### src/rtl/uart_cmd_pkg.sv
// Shared types and constants for the debug-UART command responder.
// Frame layout: SYNC, CMD, ADDR[4] LSB first, DATA[4] LSB first (writes only), CSUM.
package uart_cmd_pkg;

    typedef enum logic [2:0] {
        ST_IDLE,
        ST_CMD,
        ST_ADDR,
        ST_DATA,
        ST_CSUM,
        ST_EXEC,
        ST_RESP
    } state_t;

    localparam logic [7:0] ACK_BYTE = 8'h06;
    localparam logic [7:0] NAK_BYTE = 8'h15;
    localparam logic [7:0] CMD_W    = 8'h57;
    localparam logic [7:0] CMD_R    = 8'h52;

    localparam int ADDR_BYTES     = 4;
    localparam int DATA_BYTES     = 4;
    localparam int RESP_MAX_BYTES = 5;
    localparam int RESP_W         = 8 * RESP_MAX_BYTES;

    localparam logic [1:0] ADDR_LAST_IDX = 2'(ADDR_BYTES - 1);
    localparam logic [1:0] DATA_LAST_IDX = 2'(DATA_BYTES - 1);

    // Adds up to three events to an 8-bit counter, pinning it at 8'hFF.
    function automatic logic [7:0] satAdd(input logic [7:0] value, input logic [1:0] inc);
        logic [8:0] sum;
        sum = {1'b0, value} + {7'b0, inc};
        return sum[8] ? 8'hFF : sum[7:0];
    endfunction

endpackage

### src/rtl/uart_resp_sequencer.sv
// Holds up to five response bytes and feeds them to uart_tx one at a time,
// waiting for tx_done between bytes so only one byte is ever in flight.
module uart_resp_sequencer
    import uart_cmd_pkg::*;
(
    input  logic              clk_i,
    input  logic              resetn_i,
    input  logic              load_i,
    input  logic [2:0]        loadCount_i,
    input  logic [RESP_W-1:0] loadBytes_i,
    input  logic              txActive_i,
    input  logic              txDone_i,
    output logic              txDv_o,
    output logic [7:0]        txByte_o,
    output logic              busy_o
);

    logic [RESP_W-1:0] queue_q;
    logic [2:0]        count_q;
    logic              inFlight_q;
    logic              txDv_q;
    logic [7:0]        txByte_q;

    // The first byte may launch straight from the load to keep response latency short.
    always_ff @(posedge clk_i or negedge resetn_i) begin
        if (!resetn_i) begin
            queue_q    <= '0;
            count_q    <= '0;
            inFlight_q <= 1'b0;
            txDv_q     <= 1'b0;
            txByte_q   <= '0;
        end else begin
            txDv_q <= 1'b0;
            if (load_i) begin
                if (!txActive_i && loadCount_i != 3'd0) begin
                    txDv_q     <= 1'b1;
                    txByte_q   <= loadBytes_i[7:0];
                    queue_q    <= {8'h00, loadBytes_i[RESP_W-1:8]};
                    count_q    <= loadCount_i - 3'd1;
                    inFlight_q <= 1'b1;
                end else begin
                    queue_q    <= loadBytes_i;
                    count_q    <= loadCount_i;
                    inFlight_q <= 1'b0;
                end
            end else if (inFlight_q) begin
                if (txDone_i) begin
                    inFlight_q <= 1'b0;
                end
            end else if (count_q != 3'd0 && !txActive_i) begin
                txDv_q     <= 1'b1;
                txByte_q   <= queue_q[7:0];
                queue_q    <= {8'h00, queue_q[RESP_W-1:8]};
                count_q    <= count_q - 3'd1;
                inFlight_q <= 1'b1;
            end
        end
    end

    assign txDv_o   = txDv_q;
    assign txByte_o = txByte_q;
    assign busy_o   = load_i || (count_q != 3'd0) || inFlight_q;

endmodule

### src/rtl/uart_cmd_responder.sv
// Parses framed debug-UART commands, runs one 32-bit bus read or write per frame
// and answers with ACK (plus read data) or NAK through the response sequencer.
module uart_cmd_responder
    import uart_cmd_pkg::*;
#(
    parameter logic [7:0] SYNC_BYTE          = 8'hA5,
    parameter int         TIMEOUT_CYCLES     = 2_000_000,
    parameter int         MEM_TIMEOUT_CYCLES = 1024
) (
    input  logic        clk,
    input  logic        resetn,
    input  logic        rx_dv,
    input  logic [7:0]  rx_byte,
    output logic        tx_dv,
    output logic [7:0]  tx_byte,
    input  logic        tx_active,
    input  logic        tx_done,
    output logic [31:0] mem_addr,
    output logic [31:0] mem_wdata,
    output logic        mem_we,
    output logic        mem_re,
    input  logic [31:0] mem_rdata,
    input  logic        mem_ready,
    output logic        busy,
    output logic [7:0]  err_count
);

    localparam int TW = $clog2(TIMEOUT_CYCLES + 1);
    localparam int MW = $clog2(MEM_TIMEOUT_CYCLES + 1);
    localparam logic [TW-1:0] TMO_LAST = TW'(TIMEOUT_CYCLES - 1);
    localparam logic [MW-1:0] MEM_LAST = MW'(MEM_TIMEOUT_CYCLES - 1);

    state_t            state_q;
    logic [1:0]        byteIdx_q;
    logic              isWrite_q;
    logic [7:0]        csum_q;
    logic [31:0]       addr_q;
    logic [31:0]       wdata_q;
    logic              memWe_q;
    logic              memRe_q;
    logic [TW-1:0]     tmoCnt_q;
    logic [MW-1:0]     memCnt_q;
    logic              respLoad_q;
    logic [2:0]        respCount_q;
    logic [RESP_W-1:0] respBytes_q;
    logic [7:0]        errCount_q;
    logic [7:0]        errCount_d;

    logic inFrame;
    logic tmoExpire;
    logic cmdBad;
    logic csumBad;
    logic memExpire;
    logic overrun;
    logic frameErr;
    logic seqBusy;

    // An overrun can coincide with a bus timeout, so up to two errors land in one cycle.
    always_comb begin
        inFrame    = (state_q == ST_CMD) || (state_q == ST_ADDR) ||
                     (state_q == ST_DATA) || (state_q == ST_CSUM);
        tmoExpire  = inFrame && !rx_dv && (tmoCnt_q == TMO_LAST);
        cmdBad     = (state_q == ST_CMD) && rx_dv && (rx_byte != CMD_W) && (rx_byte != CMD_R);
        csumBad    = (state_q == ST_CSUM) && rx_dv && (rx_byte != csum_q);
        memExpire  = (state_q == ST_EXEC) && !mem_ready && (memCnt_q == MEM_LAST);
        overrun    = ((state_q == ST_EXEC) || (state_q == ST_RESP)) && rx_dv;
        frameErr   = tmoExpire || cmdBad || csumBad || memExpire;
        errCount_d = satAdd(errCount_q, {1'b0, frameErr} + {1'b0, overrun});
    end

    always_ff @(posedge clk or negedge resetn) begin
        if (!resetn) begin
            state_q     <= ST_IDLE;
            byteIdx_q   <= '0;
            isWrite_q   <= 1'b0;
            csum_q      <= '0;
            addr_q      <= '0;
            wdata_q     <= '0;
            memWe_q     <= 1'b0;
            memRe_q     <= 1'b0;
            tmoCnt_q    <= '0;
            memCnt_q    <= '0;
            respLoad_q  <= 1'b0;
            respCount_q <= '0;
            respBytes_q <= '0;
            errCount_q  <= '0;
        end else begin
            respLoad_q <= 1'b0;
            errCount_q <= errCount_d;
            case (state_q)
                ST_IDLE: begin
                    if (rx_dv && rx_byte == SYNC_BYTE) begin
                        state_q  <= ST_CMD;
                        tmoCnt_q <= '0;
                        csum_q   <= '0;
                    end
                end
                ST_CMD, ST_ADDR, ST_DATA, ST_CSUM: begin
                    if (rx_dv) begin
                        tmoCnt_q <= '0;
                        csum_q   <= csum_q ^ rx_byte;
                        case (state_q)
                            ST_CMD: begin
                                if (cmdBad) begin
                                    respBytes_q <= {32'h0, NAK_BYTE};
                                    respCount_q <= 3'd1;
                                    respLoad_q  <= 1'b1;
                                    state_q     <= ST_RESP;
                                end else begin
                                    isWrite_q <= (rx_byte == CMD_W);
                                    byteIdx_q <= '0;
                                    state_q   <= ST_ADDR;
                                end
                            end
                            ST_ADDR: begin
                                addr_q[{byteIdx_q, 3'b000} +: 8] <= rx_byte;
                                byteIdx_q <= byteIdx_q + 2'd1;
                                if (byteIdx_q == ADDR_LAST_IDX) begin
                                    state_q <= isWrite_q ? ST_DATA : ST_CSUM;
                                end
                            end
                            ST_DATA: begin
                                wdata_q[{byteIdx_q, 3'b000} +: 8] <= rx_byte;
                                byteIdx_q <= byteIdx_q + 2'd1;
                                if (byteIdx_q == DATA_LAST_IDX) begin
                                    state_q <= ST_CSUM;
                                end
                            end
                            default: begin
                                if (csumBad) begin
                                    respBytes_q <= {32'h0, NAK_BYTE};
                                    respCount_q <= 3'd1;
                                    respLoad_q  <= 1'b1;
                                    state_q     <= ST_RESP;
                                end else begin
                                    memWe_q  <= isWrite_q;
                                    memRe_q  <= !isWrite_q;
                                    memCnt_q <= '0;
                                    state_q  <= ST_EXEC;
                                end
                            end
                        endcase
                    end else if (tmoExpire) begin
                        state_q <= ST_IDLE;
                    end else begin
                        tmoCnt_q <= tmoCnt_q + TW'(1);
                    end
                end
                ST_EXEC: begin
                    if (mem_ready) begin
                        memWe_q     <= 1'b0;
                        memRe_q     <= 1'b0;
                        respBytes_q <= isWrite_q ? {32'h0, ACK_BYTE} : {mem_rdata, ACK_BYTE};
                        respCount_q <= isWrite_q ? 3'd1 : 3'd5;
                        respLoad_q  <= 1'b1;
                        state_q     <= ST_RESP;
                    end else if (memExpire) begin
                        memWe_q     <= 1'b0;
                        memRe_q     <= 1'b0;
                        respBytes_q <= {32'h0, NAK_BYTE};
                        respCount_q <= 3'd1;
                        respLoad_q  <= 1'b1;
                        state_q     <= ST_RESP;
                    end else begin
                        memCnt_q <= memCnt_q + MW'(1);
                    end
                end
                ST_RESP: begin
                    if (!seqBusy) begin
                        state_q <= ST_IDLE;
                    end
                end
                default: state_q <= ST_IDLE;
            endcase
        end
    end

    uart_resp_sequencer uSeq (
        .clk_i       (clk),
        .resetn_i    (resetn),
        .load_i      (respLoad_q),
        .loadCount_i (respCount_q),
        .loadBytes_i (respBytes_q),
        .txActive_i  (tx_active),
        .txDone_i    (tx_done),
        .txDv_o      (tx_dv),
        .txByte_o    (tx_byte),
        .busy_o      (seqBusy)
    );

    assign mem_addr  = addr_q;
    assign mem_wdata = wdata_q;
    assign mem_we    = memWe_q;
    assign mem_re    = memRe_q;
    assign busy      = (state_q != ST_IDLE);
    assign err_count = errCount_q;

endmodule

### config.mk
export PLATFORM = sky130hd
export DESIGN_NAME = uart_cmd_responder
export DESIGN_NICKNAME = d
export VERILOG_FILES = /design/src/rtl/uart_cmd_pkg.sv /design/src/rtl/uart_resp_sequencer.sv /design/src/rtl/uart_cmd_responder.sv
export SDC_FILE = /design/constraint.sdc
export NUM_CORES = 1
export LEC_CHECK = 0
export CORE_MARGIN = 2
export CORE_UTILIZATION = 60
export DETAILED_ROUTE_END_ITERATION = 10
export PLACE_DENSITY = 0.84
export SLEW_MARGIN = 5
export SYNTH_ARGS = -nofsm -noshare
export SYNTH_HDL_FRONTEND = slang
export SYNTH_SLANG_ARGS = --single-unit
### constraint.sdc
create_clock -name clk -period 8.7 [get_ports clk]
set_input_delay 1.305 -clock clk [delete_from_list [all_inputs] [get_ports clk]]
set_output_delay 1.305 -clock clk [all_outputs]
set_load 0.02 [all_outputs]
==> run metrics <==
Slew HR 0.270; placed cell count 1286; Clk Tree Root Cell clkbuf_16; ANT nets after route 0; endpoints failing setup 0; worst reg2reg path startpoint respCount_q[0]$_DFFE_PN0P_; commonest non-fill, non-tap cell in the layout dfrtp_1; hold buffers post-CTS 0; area of the core 16000 µm²; Die Ht 132 µm; Post-CTS Setup Repair Bufs 0; total clock sinks 210; critical path capture point type flop; GRT Total Usage 0.271; leakage 5.00 nW; P&R area growth vs syn 20.9%; Slew @ Worst Pin 1090 ps; reg2reg end uSeq.inFlight_q$_DFF_PN0_; mux cell area share after synthesis 0.0259; fin. max-slew vios 0; sw frac 0.363; flop2flop setup slack 5200 ps; PostCTS Resize Cnt 0; TNS Setup 0 ps; Post-synth EDFFs 0; n_diodes 0; Comb pwr share 0.346; dpl hpwl 15.4 mm; WL/cell 18.0 µm; VDD IR max 0.180 mV; critical path startpoint category input pin; largest family of logic cells by synthesized area simple AND/OR/NAND/NOR gates; initial drt markers 727; number of global-route vias before repair 7591; Synth Net Count 1064; CP max FO 40; Min Hold Slack 482 ps; CP cell instances clkdlybuf4s50_1, or2_2, clkinv_1, nand2_1, o21ai_1, or2_2; GRT overflow 0; die area 17500 µm²; gpl congestion 0.845; initial antenna violation count 0; first-pass GRT wire length 39.3 mm; most frequent cells in the layout dfrtp_1 (209), nand2_1 (176), clkdlybuf4s50_1 (128); Achievable Freq 247 MHz; routed wire length 23.9 mm; period utilization 0.466; outcome complete, no violations; placed cell areas 11200 µm²; Critical Path AT 4440 ps; WP data required 9080 ps; clock power share 0.254; post-synthesis simple-gate area fraction 0.190; Power Dens Cells 317 nW/µm²; XOR/XNOR share of the synthesized area 0.0169; Seq/Total Area, Yosys 0.533; pin count of the biggest net entering global routing 103; CTS tree built; Max clock buf depth 3; most used cell, CP or2_2; Final min period 4060 ps; IO Pins 130; max-cap violations 0; clock skew 9.50 ps; Finished Layout Cells 1326; Synth cell types 60; flops & latches, synth 210; hold depth 2; ys flop type dfrtp_1; Initial Util 0.616; startpoint of the worst hold path mem_wdata[25]$_DFFE_PN0P_; drt first pass iters 5; post-synthesis cell count 1005; Max stage delay on crit path 1080 ps; Sequential Power Share 0.400; CTS Buf Count 22; CP max-delay cell clkinv_1; port buffer count 129; via/cell ratio 6.12; Reg clk slew, reported paths 60 ps; Mapped Area 9860 µm²; mean post-synth cell area 9.81 µm²; critical path class in2reg; cell area after layout 11900 µm²; htree depth 1; Synth Area in Compound Gates 0.178; Yosys warning count 0; fillers 1111; register area 5260 µm²; Hold Path End mem_wdata[25]$_DFFE_PN0P_; vias post-DR 8120; cell row count 46; asr flop ratio synth 1.00; reg2reg path depth 7; Clock Latency Late Sink 500 ps; RSZ-0062 raised after global routing no; cell internal pwr 0.00241 W; DR DRC count 0; power consumption 0.00378 W; ratio of cells with drive above 1 in the final layout 0.0586; Final Hold Viols 0; NumNets Final 1153; Post-Synth Adder-Cell Area 0.0173; Die W 132 µm; sw power 0.00137 W; worst hold path class reg2reg; area of the multi-input gates 4230 µm²
-- registers in the layout (all words and copies together), names as in the netlist, 8 cells and up --
register       cells
memCnt_q          11
respBytes_q       34
mem_addr          32
err_count          8
uSeq.queue_q      40
mem_wdata         32
tmoCnt_q          21
csum_q             8
uSeq.txByte_o      8
-- layer usage --
| metal | up-vias | wire [µm] | track usage |
|---|---|---|---|
| met1 | 3958 | 10700 | 0.412 |
| met4 | 0 | 483 | 0.0651 |
| li1 | 3784 | - | - |
| met3 | 50 | 1700 | 0.0454 |
| met2 | 328 | 11000 | 0.413 |
| met5 | - | 0 | 0 |
-- synth_stat cells (6+ instances only) --
cell      instances  area share
dfrtp_1         210        0.53
nand2_1         176       0.067
o21ai_0          92       0.047
a22o_1           51       0.045
clkbuf_1         47       0.018
nand3_1          45       0.023
a21oi_1          42       0.021
a31oi_1          33       0.021
and2_1           30       0.019
a211oi_1         29       0.022
nor2_1           24      0.0091
mux2i_1          21       0.021
xnor2_1          19       0.017
inv_1            15      0.0057
buf_2            14      0.0071
ha_1             12       0.015
and3_1           11      0.0070
nor3_1           11      0.0056
or3_1            11      0.0070
nand4_1          10      0.0063
nand2b_1          8      0.0051
nor3b_1           8      0.0061
buf_1             7      0.0027
and4_1            6      0.0053
nor4_1            6      0.0038
-- power by group through the flow --
stage	Combinational (W)	Sequential, W	Clock (W)
6_report	0.00131	0.00151	0.000961
5_1_grt	0.00144	0.00155	0.00101
4_1_cts	0.00131	0.00151	0.000969
3_5_place_dp	0.00129	0.00152	0
3_3_place_gp	0.00125	0.00151	0
2_1_floorplan	0.000871	0.00152	0
-- cell type report --
cell class                      count  share of cell area
Tap cell                          216              0.0227
Timing Repair Buffer              137               0.114
Clock buffer                       30              0.0530
Multi-Input combinational cell    706               0.355
Inverter                           17             0.00535
Sequential cell                   210               0.441
Clock inverter                     10             0.00986
-- cell families after synthesis --
logic type / after synthesis
buffers and inverters: 89
xor gates and xnor gates: 19
adders and majority gates: 13
DFF: 210
and+or+nand+nor: 374
muxes: 25
AOI/OAI and AO/OA: 275
-- critical path: cells and delay by family --
family,cells,cell delay (ps)
buffers and inverters,2,1560
AND/OR/NAND/NOR,3,1310
AO/OA/AOI/OAI,1,240
-- worst max path at each step --
stage	start	to	cells past startpoint
after CTS	tx_active	uSeq.inFlight_q$_DFF_PN0_	6
after global placement	tx_active	uSeq.inFlight_q$_DFF_PN0_	6
after detailed placement	tx_active	uSeq.inFlight_q$_DFF_PN0_	6
after floorplan	rx_byte[5]	err_count[3]$_DFF_PN0_	10
final	tx_active	uSeq.inFlight_q$_DFF_PN0_	6
after global routing	tx_active	uSeq.inFlight_q$_DFF_PN0_	6
-- through the flow --
step / utilization / setup WS (ps)
6_report: 0.745 / 4640
5_1_grt: 0.745 / 4420
4_1_cts: 0.745 / 4700
3_5_place_dp: 0.698 / 4220
3_3_place_gp: 0.698 / 4220
2_1_floorplan: - / 5310
(Power assumes the default switching activity.)
==> patch 1 (same settings) <==
One comparison of `memCnt_q` changes from == to >=.
--- a/src/rtl/uart_cmd_responder.sv
+++ b/src/rtl/uart_cmd_responder.sv
@@ -64,3 +64,3 @@
         csumBad    = (state_q == ST_CSUM) && rx_dv && (rx_byte != csum_q);
-        memExpire  = (state_q == ST_EXEC) && !mem_ready && (memCnt_q == MEM_LAST);
+        memExpire  = (state_q == ST_EXEC) && !mem_ready && (memCnt_q >= MEM_LAST);
         overrun    = ((state_q == ST_EXEC) || (state_q == ST_RESP)) && rx_dv;
Function: same outputs for any inputs over 4 cycles, from zero or initial values and one cycle with resetn low; that may be too few to reach the edited logic, so the function may still have changed.
==> patch 1 against the unedited design <==
Power up 6.9%; area after synthesis grew 2.9%; sequential cell count unchanged; clock skew grew 0.013 ns; synthesized cell count down 2.5%; sequential power is 3% higher; final cell count decreased by 0.68%; routed wire length is 3.6% higher; register-to-register slack gained 0.05 ns; non-clock buffer count is the same; cell area is 2.4% higher; combinational power rose by 15%; setup slack worse by 0.12 ns; highest routed layer unchanged.
==> patch 1: results (changes against the unedited design) <==
\begin{tabular}{lr}
\hline
Metric & Value \\
\hline
\multicolumn{2}{l}{\textbf{Finish}} \\
Clock tree cell share of total cell area & 6.25\% (-0.034 points) \\
Sequential fraction of total cell area & 43.0\% (-1.0 points) \\
Ratio of cells with drive above 1 in the final layout & 10.1\% (+4.3 points) \\
Non-clock inverters & 34 (+17) \\
Clock buf count & 36 (+20\%) \\
Filler cell count in the final layout & 1,137 (+2.3\%) \\
\multicolumn{2}{l}{\textbf{GRT}} \\
Met3 GRT Util & 6.54\% (+2.0 points) \\
M2 GR Usage & 44.3\% (+3.0 points) \\
Maximum number of pins on one net before global-route repair & 102 (-0.97\%) \\
Number of global-route vias before repair & 7,669 (+1.0\%) \\
Met1 track utilization from global routing & 37.3\% (-3.9 points) \\
\multicolumn{2}{l}{\textbf{Setup path}} \\
Largest driver fanout on the critical path & 11 (-73\%) \\
\multicolumn{2}{l}{\textbf{Power and ir drop}} \\
Clock group & 988 uW (+2.8\%) \\
P\_comb & 1.51 mW (+15\%) \\
Net Sw Frac & 36.9\% (+0.58 points) \\
Peak supply drop & 0.000242 V (+35\%) \\
\multicolumn{2}{l}{\textbf{Placed design}} \\
Routability Congestion & 0.851 (+0.66\%) \\
DP HPWL & 15,800 microns (+2.4\%) \\
Area post-placement & 0.0114 sq mm (+2.4\%) \\
\multicolumn{2}{l}{\textbf{Yosys}} \\
Synthesized netlist net count & 1,040 (-2.3\%) \\
Most used standard cells in the synthesized netlist & 210 x sky130\_fd\_sc\_hd\_\_dfrtp\_1, 132 x sky130\_fd\_sc\_hd\_\_nand2\_1, 68 x sky130\_fd\_sc\_hd\_\_o21ai\_0 \\
Portion of netlist area occupied by mux cells & 7.17\% (+4.6 points) \\
Dominant cells by area after synthesis & sky130\_fd\_sc\_hd\_\_dfrtp\_1 52\%, sky130\_fd\_sc\_hd\_\_nand2\_1 4.9\%, sky130\_fd\_sc\_hd\_\_mux2\_2 4.1\% \\
Share of the yosys chip area belonging to registers & 51.8\% (-1.5 points) \\
\multicolumn{2}{l}{\textbf{Detailed routing}} \\
Vias & 7,968 (-1.9\%) \\
Number of DRC markers after the initial detailed-route iteration & 662 (-8.9\%) \\
Wl on met1 & 10,500 microns (-1.6\%) \\
Met3 wire length & 1860 microns (+9.1\%) \\
Via density per instance & 6.05 (-1.2\%) \\
\multicolumn{2}{l}{\textbf{CTS}} \\
Clock buffer count from CTS & 23 (+4.5\%) \\
\multicolumn{2}{l}{\textbf{STA}} \\
Worst-Margin Slew & 1.13 ns (+0.0337 ns) \\
Layout Skew & 0.0229 ns (+0.0134 ns) \\
\multicolumn{2}{l}{\textbf{Run status}} \\
Status & completed \\
\hline
\end{tabular}
==> patch 1: final timing paths <==
path                                                  from                            to  slack (ns)  cells after the start
worst max register to register  respCount_q[0]$_DFFE_PN0P_     uSeq.inFlight_q$_DFF_PN0_        5.25                      7
max in group asynchronous                           resetn          respLoad_q$_DFF_PN0_        6.49                      2
min in group asynchronous                           resetn  uSeq.queue_q[35]$_DFFE_PN0P_        0.80                      1
worst min register to register   mem_wdata[29]$_DFFE_PN0P_     mem_wdata[29]$_DFFE_PN0P_        0.48                      2
worst min-delay path             mem_wdata[29]$_DFFE_PN0P_     mem_wdata[29]$_DFFE_PN0P_        0.48                      2
worst max-delay path                            rx_byte[2]        err_count[3]$_DFF_PN0_        4.52                     12
==> patch 1: critical path, cell delays in order <==
cell	delay (ns)
sky130_fd_sc_hd__clkdlybuf4s50_1	0.76
sky130_fd_sc_hd__xor2_1	0.19
sky130_fd_sc_hd__nor4_4	0.43
sky130_fd_sc_hd__nand2_2	0.13
sky130_fd_sc_hd__a21oi_1	0.27
sky130_fd_sc_hd__o311ai_0	0.25
sky130_fd_sc_hd__fa_1	0.48
sky130_fd_sc_hd__ha_1	0.25
sky130_fd_sc_hd__nand2_1	0.12
sky130_fd_sc_hd__nor2_1	0.07
sky130_fd_sc_hd__nand3_1	0.20
sky130_fd_sc_hd__nand2_1	0.09
==> patch 1: stage by stage <==
| step | util (%) | worst slack [ns] |
|---|---|---|
| floorplan | - | 5.05 |
| global placement | 69.0 | 4.16 |
| detailed placement | 69.0 | 4.08 |
| CTS | 73.6 | 4.57 |
| global route | 73.6 | 4.26 |
| finish | 73.6 | 4.52 |
==> patch 2 (config.mk and constraints unchanged) <==
Without the edit above. The parameter `MEM_TIMEOUT_CYCLES` goes from 1024 to 4096.
--- a/src/rtl/uart_cmd_responder.sv
+++ b/src/rtl/uart_cmd_responder.sv
@@ -7,3 +7,3 @@
     parameter int         TIMEOUT_CYCLES     = 2_000_000,
-    parameter int         MEM_TIMEOUT_CYCLES = 1024
+    parameter int         MEM_TIMEOUT_CYCLES = 4096
 ) (
Check against the original RTL: no difference found for any inputs over 4 cycles, from zero or initial values and one cycle with resetn low; that may be too few to reach the edited logic, so the function may still have changed.
==> patch 2 against the unedited design <==
Clock power is 5% higher; area after synthesis rose by 2.5%; power grew 1.2%; global-route usage increased by 0.20 points; sequential cell count up 2; cell area up 2.9%; setup slack gained 0.029 ns; largest power group unchanged; routed wire length grew 1.8%.
==> patch 2: results (changes against the unedited design) <==
\begin{tabular}{lr}
\hline
Metric & Value \\
\hline
\multicolumn{2}{l}{\textbf{STA}} \\
Layout Skew & 0.0163 ns (+0.00684 ns) \\
Relative slew slack & 32.0\% (+5.0 points) \\
\multicolumn{2}{l}{\textbf{Setup path}} \\
Family with the most delay on the worst path & simple AND/OR/NAND/NOR gates \\
Source of the critical timing path & rx\_byte[6] \\
Maximum single-stage delay on the critical path & 0.78 ns (-0.30 ns) \\
Largest driver fanout on the critical path & 10 (-75\%) \\
Cell at the slowest stage of the critical path & sky130\_fd\_sc\_hd\_\_clkdlybuf4s50\_1 \\
\multicolumn{2}{l}{\textbf{GRT}} \\
Overall track demand over capacity in global routing & 27.3\% (+0.20 points) \\
Number of global-route vias before repair & 7,870 (+3.7\%) \\
Global-route wire length before repair & 40,100 microns (+1.9\%) \\
\multicolumn{2}{l}{\textbf{Detailed routing}} \\
Final routed wire length divided by cell count & 18.6 microns (+3.0\%) \\
Number of DRC markers after the initial detailed-route iteration & 738 (+1.5\%) \\
Vias & 8,075 (-0.55\%) \\
\multicolumn{2}{l}{\textbf{Yosys}} \\
Number of instances in the synthesized netlist & 979 (-2.6\%) \\
Most used standard cells in the synthesized netlist & 212 x sky130\_fd\_sc\_hd\_\_dfrtp\_1, 118 x sky130\_fd\_sc\_hd\_\_nand2\_1, 54 x sky130\_fd\_sc\_hd\_\_and2\_1, 54 x sky130\_fd\_sc\_hd\_\_o21ai\_0, 51 x sky130\_fd\_sc\_hd\_\_mux2\_2 \\
Synthesized netlist net count & 1,037 (-2.5\%) \\
Share of the yosys chip area belonging to registers & 52.5\% (-0.78 points) \\
Dominant cells by area after synthesis & sky130\_fd\_sc\_hd\_\_dfrtp\_1 52\%, sky130\_fd\_sc\_hd\_\_mux2\_2 5.7\%, sky130\_fd\_sc\_hd\_\_nand2\_1 4.4\% \\
Distinct cell type count after synthesis & 61 (+1.7\%) \\
\multicolumn{2}{l}{\textbf{Power and ir drop}} \\
Peak supply drop & 0.000217 V (+20\%) \\
\multicolumn{2}{l}{\textbf{Placed design}} \\
Post-placement cell count & 1,270 (-1.2\%) \\
Routability Congestion & 0.855 (+1.2\%) \\
Area post-placement & 0.0115 sq mm (+2.7\%) \\
DP HPWL & 15,600 microns (+1.3\%) \\
\multicolumn{2}{l}{\textbf{Finish}} \\
Ratio of cells with drive above 1 in the final layout & 10.3\% (+4.4 points) \\
\multicolumn{2}{l}{\textbf{Run status}} \\
Status & completed \\
\multicolumn{2}{l}{\textbf{CTS}} \\
Clock buffer count from CTS & 23 (+4.5\%) \\
\hline
\end{tabular}
[patch 2: path summary, 6_finish.rpt]
| path | end | slack [ns] | depth (start not counted) |
|---|---|---|---|
| min in group asynchronous | err_count[4]$_DFF_PN0_ | 0.82 | 1 |
| worst min register to register | mem_wdata[4]$_DFFE_PN0P_ | 0.48 | 2 |
| max in group asynchronous | respLoad_q$_DFF_PN0_ | 6.45 | 2 |
| worst max-delay path | err_count[1]$_DFF_PN0_ | 4.67 | 10 |
| worst max register to register | err_count[6]$_DFF_PN0_ | 5.39 | 11 |
| worst min-delay path | mem_wdata[4]$_DFFE_PN0P_ | 0.48 | 2 |
[patch 2: kinds of logic after synthesis]
kind of cell | after synthesis | share of synthesized area [%]
flops | 212 | 52.5
compound gates | 249 | 16.7
fa+ha+maj | 12 | 1.56
buf+inv | 88 | 3.50
simple gates | 338 | 17.3
xor+xnor | 14 | 1.21
mux | 66 | 7.17
[patch 2: layout make-up]
cell class	instances	share of cell area (%)
Clock buffer	29	5.20
Timing Repair Buffer	137	11.0
Tap cell	220	2.24
Sequential cell	212	43.3
Clock inverter	11	1.19
Multi-Input combinational cell	679	36.4
Inverter	22	0.673
[patch 2: where the power goes]
part / switching (mW) / leakage (nW) / total, mW / internal, mW
clock network: 0.400 / 0.384 / 1.01 / 0.609
logic: 0.799 / 2.06 / 1.40 / 0.597
registers: 0.190 / 2.82 / 1.42 / 1.23
[patch 2: metrics by stage]
step | setup WS [ns] | hold WS (ns) | utilization [%]
after floorplan | 5.04 | 0.452 | -
after global placement | 4.26 | 0.463 | 69.5
after detailed placement | 4.19 | 0.472 | 69.5
after CTS | 4.70 | 0.485 | 74.2
after global routing | 4.39 | 0.512 | 74.2
final | 4.67 | 0.483 | 74.2
[patch 2: layer usage]
| metal | vias to the layer above | share of wire (%) | global-route usage (%) |
|---|---|---|---|
| li1 | 3755 | - | - |
| met1 | 3989 | 46 | 40.7 |
| met2 | 282 | 47 | 42.5 |
| met3 | 49 | 5.7 | 3.78 |
| met4 | 0 | 2.2 | 8.04 |
| met5 | - | 0 | 0 |
[patch 2: tightest hold or removal path: stages, from the launching register on]
cell and delay, ns:
sky130_fd_sc_hd__dfrtp_1 0.34, sky130_fd_sc_hd__nand2_1 0.04, sky130_fd_sc_hd__o21ai_0 0.06
